<file path="config.mk">
export PLATFORM = sky130hd
export DESIGN_NAME = seq_run_tracker
export DESIGN_NICKNAME = d
export VERILOG_FILES = /design/src/rtl/random_clk_pkg.sv /design/src/rtl/seq_run_tracker.sv
export SDC_FILE = /design/constraint.sdc
export NUM_CORES = 1
export LEC_CHECK = 0
export CAP_MARGIN = 20
export CORE_MARGIN = 1
export CORE_UTILIZATION = 48
export CTS_CLUSTER_DIAMETER = 60
export CTS_CLUSTER_SIZE = 40
export DETAILED_ROUTE_END_ITERATION = 6
export GPL_ROUTABILITY_DRIVEN = 0
export PLACE_DENSITY = 0.85
export SLEW_MARGIN = 20
export SYNTH_ARGS = -nofsm -noshare
export SYNTH_HDL_FRONTEND = slang
export SYNTH_SLANG_ARGS = --single-unit
</file>
<file path="constraint.sdc">
create_clock -name clk -period 2.8 [get_ports clk]
set_input_delay 0.84 -clock clk [delete_from_list [all_inputs] [get_ports clk]]
set_output_delay 0.84 -clock clk [all_outputs]
set_load 0.01 [all_outputs]
</file>
<file path="src/rtl/random_clk_pkg.sv">
// Shared types and helpers for the clock-stress data checker.
// The generator holds each value 0..MAX for HOLD cycles, with MAX = HOLD = VALIDATION_COUNT + 1.
package random_clk_pkg;

    typedef enum logic [1:0] {
        ACQUIRE = 2'd0,
        SYNC    = 2'd1,
        LOCKED  = 2'd2,
        FAULT   = 2'd3
    } checker_state_e;

    // Number of cycles the generator holds each value.
    function automatic int unsigned hold_len(input int unsigned validation_count);
        return validation_count + 1;
    endfunction

    // Top value of the stepped counter; the value after it is 0.
    function automatic int unsigned max_val(input int unsigned validation_count);
        return validation_count + 1;
    endfunction

    // The run counter saturates at HOLD+1, so it needs values 0..HOLD+1.
    function automatic int unsigned run_cnt_width(input int unsigned validation_count);
        return $clog2(hold_len(validation_count) + 2);
    endfunction

endpackage

</file>
<file path="src/rtl/seq_run_tracker.sv">
// Tracks the last sample and how long it has been held, and classifies each new sample
// against it. The outputs are combinational; the checker top registers its own outputs.
module seq_run_tracker
    import random_clk_pkg::*;
#(
    parameter int unsigned DATA_WIDTH       = 8,
    parameter int unsigned VALIDATION_COUNT = 3
) (
    input  logic                  clk,
    input  logic                  rst,
    input  logic [DATA_WIDTH-1:0] data,
    output logic                  good_transition,
    output logic                  bad_transition,
    output logic                  run_len_ok,
    output logic                  stuck
);

    localparam int unsigned           HOLD     = hold_len(VALIDATION_COUNT);
    localparam int unsigned           RUN_W    = run_cnt_width(VALIDATION_COUNT);
    localparam logic [DATA_WIDTH-1:0] MAX_D    = DATA_WIDTH'(max_val(VALIDATION_COUNT));
    localparam logic [RUN_W-1:0]      RUN_HOLD = RUN_W'(HOLD);
    localparam logic [RUN_W-1:0]      RUN_SAT  = RUN_W'(HOLD + 1);

    logic [DATA_WIDTH-1:0] d_prev;
    logic [DATA_WIDTH-1:0] next_val;
    logic [RUN_W-1:0]      r_run;
    logic                  same;

    // Classify the incoming sample against the previous one.
    always_comb begin
        next_val        = (d_prev == MAX_D) ? '0 : d_prev + DATA_WIDTH'(1);
        same            = (data == d_prev);
        // Both ends must be in range; this also stops an all-ones value wrapping to 0.
        good_transition = !same && (d_prev <= MAX_D) && (data <= MAX_D) && (data == next_val);
        bad_transition  = !same && !good_transition;
        run_len_ok      = (r_run == RUN_HOLD);
        stuck           = same && run_len_ok;
    end

    // Track the last sample and its run length; any change starts a new run of one.
    always_ff @(posedge clk) begin
        if (rst) begin
            d_prev <= '0;
            r_run  <= '0;
        end else begin
            d_prev <= data;
            if (same) begin
                if (r_run != RUN_SAT) begin
                    r_run <= r_run + RUN_W'(1);
                end
            end else begin
                r_run <= RUN_W'(1);
            end
        end
    end

endmodule

</file>
==> results.ini, run 1 <==
[critical_path]
slowest_stage=dlygate4sd2_1
timing.rr.end=r_run[1]
critPathTopFamily=simple AND/OR/NAND/NOR gates
crit_type=in -> out
arrival_ps=1990
endpoint_kind=output pin
crit_path_max_incr_delay_ps=270
worstPathRequired_ps=1960
r2r_cells=17
reg2reg_setup_slack_ps=230
crit_chain=dlygate4sd2_1, xor2_1, nor2_1, and4_4, and2_4, buf_6
r2r_start=d_prev[0]
startpoint_type=input pin
crit_buf_inv=2
crit_fanout=3

[synth]
synth.most_common_cell=dfxtp_1
synth_simple_gate_area_frac=0.307
synth-seq-cells=11
syn_area_um2=688
synth_compound_area_frac=0.100
seq_area_frac_synth=0.320
synth_top_cells_by_area=dfxtp_1 (32%), ha_1 (9.1%), nor2b_1 (8.2%)
synth_nets=91
synth_top_family_by_area=simple AND/OR/NAND/NOR gates
synth_top_area_share=0.320
synth-edff-count=0
synth_xor_area_frac=0.127
async_reset_ff_frac=0
muxShareOfSynthArea=0.0145
synthTopCellsByCount=dfxtp_1 (11), nor2b_1 (9), xor2_1 (6)
ys_warn_count=0
syn_inst=76
synth_area_leader_cell=dfxtp_1
yosys.area_share.adder=0.0909
synth-main-ff-cell=dfxtp_1
ys_types=31
syn_avg_cell_area_um2=9.05

[hold_path]
min_to=r_run[2]
hp-class=reg -> reg
holdCritStartpoint=r_run[2]
holdPathStages=2

[global_routing]
antenna_found_initial=0
grt.overflow.total=0
grtUsageTotal=0.275
grt_pass1_vias=642
grt_max_degree=12
grt_pass1_wl_mm=2.84

[power]
power_uw=407
power_leakage_nw=0.509
ir_drop_mv=0.381
powerDensity_mw_per_mm2=347

[clocking]
cts_tree=built
cts_num_sinks=11
h-tree-depth=1
cts_root_buf=clkbuf_4
clk_latency_ps=280
clockBufferDepth=2
cts_buffers=3
cts-hold-fix-buffers=0
clk_pin_slew_ps=80

[detailed_routing]
first_iter_violations=35
detailedRoute.firstPassIterationCount=4
drt-total-wl_mm=2.28
ant_nets=0
vias_per_cell=5.73
wire_per_inst_um=17.4
num_vias=751
drc=0

[sta]
whs_ps=630
period_share=1.01
timing.fmax_mhz=353
finalSetupViolations=1
setup_ws_ps=-31.6
fin_setup_tns_ps=-31.6
worstMarginPinSlew_ps=438
period_needed_ps=2830
slew_headroom=0.707
rsz0062_at_grt=true
hold_viol=0
drv_slew=0
clock_skew_ps=6.31

[final_layout]
syn_to_final_growth_pct=70.7
nets=132
drive_above_1_share=0.457
fin_util=0.892
num-fill-cells=63
diodes=0

[placement]
numPortBuffers=13
dp_hpwl_mm=1.28

[floorplanning]
rows=13
start_util=0.522
pin_count=14
die_h_um=39.9
die_w_um=39.9
core_area_mm2=0.00132
die_area_mm2=0.00159

[run_status]
violations=setup timing
status=finished, violations left

[run]
maxCapViolations=0

==> tightest hold or removal path, cell delays in order, from the launching register on <==
cell     delay (ps)
dfxtp_1         350
o21ai_0         200
nor3_1           50
==> report_power, final <==
| group | total, mW | internal (mW) | switching (mW) |
|---|---|---|---|
| combinational | 0.118 | 0.0651 | 0.0527 |
| clock | 0.117 | 0.0552 | 0.0622 |
| sequential | 0.172 | 0.163 | 0.00860 |
| total | 0.407 | 0.284 | 0.123 |
==> cells by family (layout without fill, tap and decap cells) <==
group	count (synthesis)	after routing
simple gates	32	32
mux	1	1
flops	11	11
xor+xnor	10	10
fa+ha+maj	5	5
buf+inv	7	47
compound gates	10	10
==> layout make-up <==
type | count | area, um^2 | area share
multi-input cells | 58 | 579 | 0.493
repair buffers | 38 | 312 | 0.265
flip-flops and latches | 11 | 220 | 0.187
clock buffers | 4 | 26.3 | 0.0224
inverters | 5 | 18.8 | 0.0160
well taps | 15 | 18.8 | 0.0160
==> worst max path at each step <==
stage,cells after the start,start,to
6_report,6,data[1],stuck
5_1_grt,5,d_prev[3],good_transition
4_1_cts,6,data[0],stuck
3_5_place_dp,6,data[2],stuck
3_3_place_gp,6,data[2],stuck
2_1_floorplan,4,data[7],stuck
==> cells in the final DEF (no fill, tap or decap), types with 2 or more instances in the layout <==
master	n
xor2_2	3
xor2_1	2
dfxtp_1	11
xnor2_1	3
buf_2	3
nor2_1	2
clkdlybuf4s50_1	2
nand3b_1	2
buf_8	2
buf_4	24
nor2b_1	9
dlygate4sd2_1	2
a21oi_1	2
ha_1	5
inv_1	5
clkbuf_4	3
buf_6	3
nor3_1	3
nor4_4	2
==> through the flow <==
stage / setup WS, ps / std cells / instance area (um^2)
floorplan: 258 / 76 / 688
global placement: -815 / 114 / 918
detailed placement: -926 / 114 / 918
CTS: -11.0 / 131 / 1090
global route: -41.2 / 131 / 1170
finish: -31.6 / 131 / 1170
==> layer usage <==
layer  track usage  up-vias  wire length, um
met2         0.435       25             1180
met3        0.0568        4               80
met5             0        -                0
met4        0.0776        0               28
met1         0.366      375              996
li1              -      347                -
==> registers in the layout, indices dropped and copies added (netlist names) <==
| signal | count |
|---|---|
| r_run | 3 |
| d_prev | 8 |
==> timing repair <==
item / CTS / global route
buffers inserted: 14 / 0
pin swaps: 10 / 6
gates resized for setup: 45 / 20
endpoints found under the setup margin: 3 / 5
(Power assumes the default switching activity.)
==> run 2: changes to the inputs <==
Settings changed: CELL_PAD_IN_SITES_DETAIL_PLACEMENT set to 0, CELL_PAD_IN_SITES_GLOBAL_PLACEMENT set to 1, CORE_UTILIZATION 48 to 36.
==> run 2 against run 1 <==
Net effect:
- the run still ends with setup timing left
- sequential power about the same
- critical path depth unchanged
- maximum frequency up 0.61%
- via count is 10% lower
- combinational power fell by 23%
- critical path type unchanged
- critical endpoint unchanged
- largest cell class unchanged
- largest power group unchanged
==> results.ini, run 2 (same netlist as run 1, synthesis figures left out) <==
[run_status]
status=finished, violations left  ; unchanged
violations=setup timing  ; unchanged

[power]
ir_drop_mv=0.229  ; was 0.381 mV
power_leakage_nw=0.460  ; was 0.509 nW
powerDensity_mw_per_mm2=352  ; was 347 mW/mm^2

[floorplanning]
die_w_um=45.7  ; was 39.9 um
die_h_um=45.7  ; was 39.9 um
rows=15  ; was 13
core_area_mm2=0.00176  ; was 0.00132 mm^2
start_util=0.390  ; was 0.522
die_area_mm2=0.00209  ; was 0.00159 mm^2
pin_count=14  ; unchanged

[global_routing]
grt.overflow.total=0  ; unchanged
antenna_found_initial=0  ; unchanged
grt_pass1_wl_mm=2.59  ; was 2.84 mm
grt_max_degree=12  ; unchanged
grt_pass1_vias=581  ; was 642
grtUsageTotal=0.181  ; was 0.275

[sta]
period_share=1.01  ; about the same
fin_setup_tns_ps=-14.5  ; was -31.6 ps
hold_viol=0  ; unchanged
slew_headroom=0.736  ; was 0.707
setup_ws_ps=-14.5  ; was -31.6 ps
finalSetupViolations=2  ; was 1
timing.fmax_mhz=355  ; was 353 MHz
rsz0062_at_grt=true  ; unchanged
period_needed_ps=2810  ; was 2830 ps
worstMarginPinSlew_ps=395  ; was 438 ps
clock_skew_ps=10.2  ; was 6.31 ps
drv_slew=0  ; unchanged

[hold_path]
holdCritStartpoint=r_run[1]  ; was r_run[2]
min_to=r_run[1]  ; was r_run[2]
holdPathStages=2  ; unchanged
hp-class=reg -> reg  ; unchanged

[critical_path]
reg2reg_setup_slack_ps=1140  ; was 230 ps
endpoint_kind=output pin  ; unchanged
crit_fanout=3  ; unchanged
arrival_ps=1970  ; was 1990 ps
timing.rr.end=r_run[0]  ; was r_run[1]
worstPathRequired_ps=1960  ; about the same
r2r_cells=8  ; was 17
startpoint_type=input pin  ; unchanged
r2r_start=d_prev[0]  ; unchanged
crit_type=in -> out  ; unchanged

[clocking]
cts_root_buf=clkbuf_4  ; unchanged
cts-hold-fix-buffers=0  ; unchanged
clk_latency_ps=280  ; about the same
clockBufferDepth=2  ; unchanged
cts_buffers=3  ; unchanged
h-tree-depth=1  ; unchanged
clk_pin_slew_ps=60  ; was 80 ps
cts_num_sinks=11  ; unchanged
cts_tree=built  ; unchanged

[final_layout]
mostFrequentLayoutCells=buf_4 (15), nor2b_1 (9), dfxtp_1 (9)  ; was buf_4 (24), dfxtp_1 (11), nor2b_1 (9)
seq_area_um2=223  ; was 220 um^2
largest_register_ffs=8  ; unchanged
regMostFlops=d_prev  ; unchanged
nets=124  ; was 132
syn_to_final_growth_pct=55.1  ; was 70.7%
stdcell_count=133  ; was 131
fin_util=0.605  ; was 0.892
mostFrequentLayoutCell=buf_4  ; unchanged
num-fill-cells=169  ; was 63
diodes=0  ; unchanged
drive_above_1_share=0.398  ; was 0.457
multi_input_area_um2=519  ; was 579 um^2
largest_registers=d_prev: 8 flops, r_run: 3 flops  ; unchanged

[detailed_routing]
first_iter_violations=34  ; was 35
routed.top_layer=met4  ; unchanged
drc=0  ; unchanged
ant_nets=0  ; unchanged
vias_per_cell=5.08  ; was 5.73
num_vias=675  ; was 751
detailedRoute.firstPassIterationCount=4  ; unchanged
wl_met2_um=857  ; was 1.18 mm
drt-total-wl_mm=1.84  ; was 2.28 mm
m1WireLength_um=851  ; was 996 um
route.met3.wl_um=51  ; was 80 um
wire_per_inst_um=13.9  ; was 17.4 um

[placement]
dp_hpwl_mm=1.17  ; was 1.28 mm
dpl_worst_slack_ps=-814  ; was -926 ps
numPortBuffers=13  ; unchanged
dp_cells=124  ; was 114

[run]
maxCapViolations=0  ; unchanged

run 2: cell types whose count changed in the layout (fill, tap and decap cells not counted), moves of 2 or more:
| cell | before | now |
|---|---|---|
| xor2_2 | 3 | 1 |
| buf_4 | 24 | 15 |
| nor4_4 | 2 | 0 |
| dfxtp_2 | 0 | 2 |
| xor2_1 | 2 | 5 |
| dfxtp_1 | 11 | 9 |
run 2: how the worst max path moves through the flow:
stage             from    end  slack (ps)  depth (start not counted)
4_1_cts        data[3]  stuck         0.8                          6
6_report       data[4]  stuck         -10                          6
5_1_grt        data[7]  stuck         -70                          6
2_1_floorplan  data[7]  stuck         260                          4
3_3_place_gp   data[2]  stuck        -770                          6
3_5_place_dp   data[2]  stuck        -810                          6
run 2: metal layers:
layer | up-vias | GRT usage
met1 | 315 | 0.238
met3 | 9 | 0.0238
met4 | 0 | 0.141
met2 | 21 | 0.263
li1 | 330 | -
met5 | - | 0
run 2: worst max-delay path, cell delays in order:
cell and delay (ps):
dlygate4sd2_1 270, xor2_1 170, nor2_1 180, and4_4 280
and2_4 140, buf_6 90
run 2: timing repair:
action / 4_1_cts / 5_1_grt
buffers inserted: 2 / 3
gates resized for setup: 43 / 14
hold endpoints to repair: 0 / 0
pin swaps: 11 / 8
setup endpoints to repair: 3 / 3
run 2: report_power, final:
| group | internal, mW | switching, mW |
|---|---|---|
| registers | 0.164 | 0.00740 |
| logic | 0.0495 | 0.0418 |
| clock network | 0.0554 | 0.0583 |
run 2: final cells by class:
class,count,area share
Clock buffer,4,0.0246
Tap cell,25,0.0293
Sequential cell,11,0.209
Timing Repair Buffer,30,0.233
Multi-Input combinational cell,58,0.487
Inverter,5,0.0176
run 2: through the flow:
| stage | cell area, um^2 | hold slack (ps) | total power, mW |
|---|---|---|---|
| after detailed placement | 931 | 559 | 0.248 |
| after floorplan | 688 | 512 | 0.209 |
| final | 1070 | 565 | 0.376 |
| after CTS | 996 | 572 | 0.367 |
| after global placement | 931 | 543 | 0.247 |
| after global routing | 1070 | 613 | 0.395 |
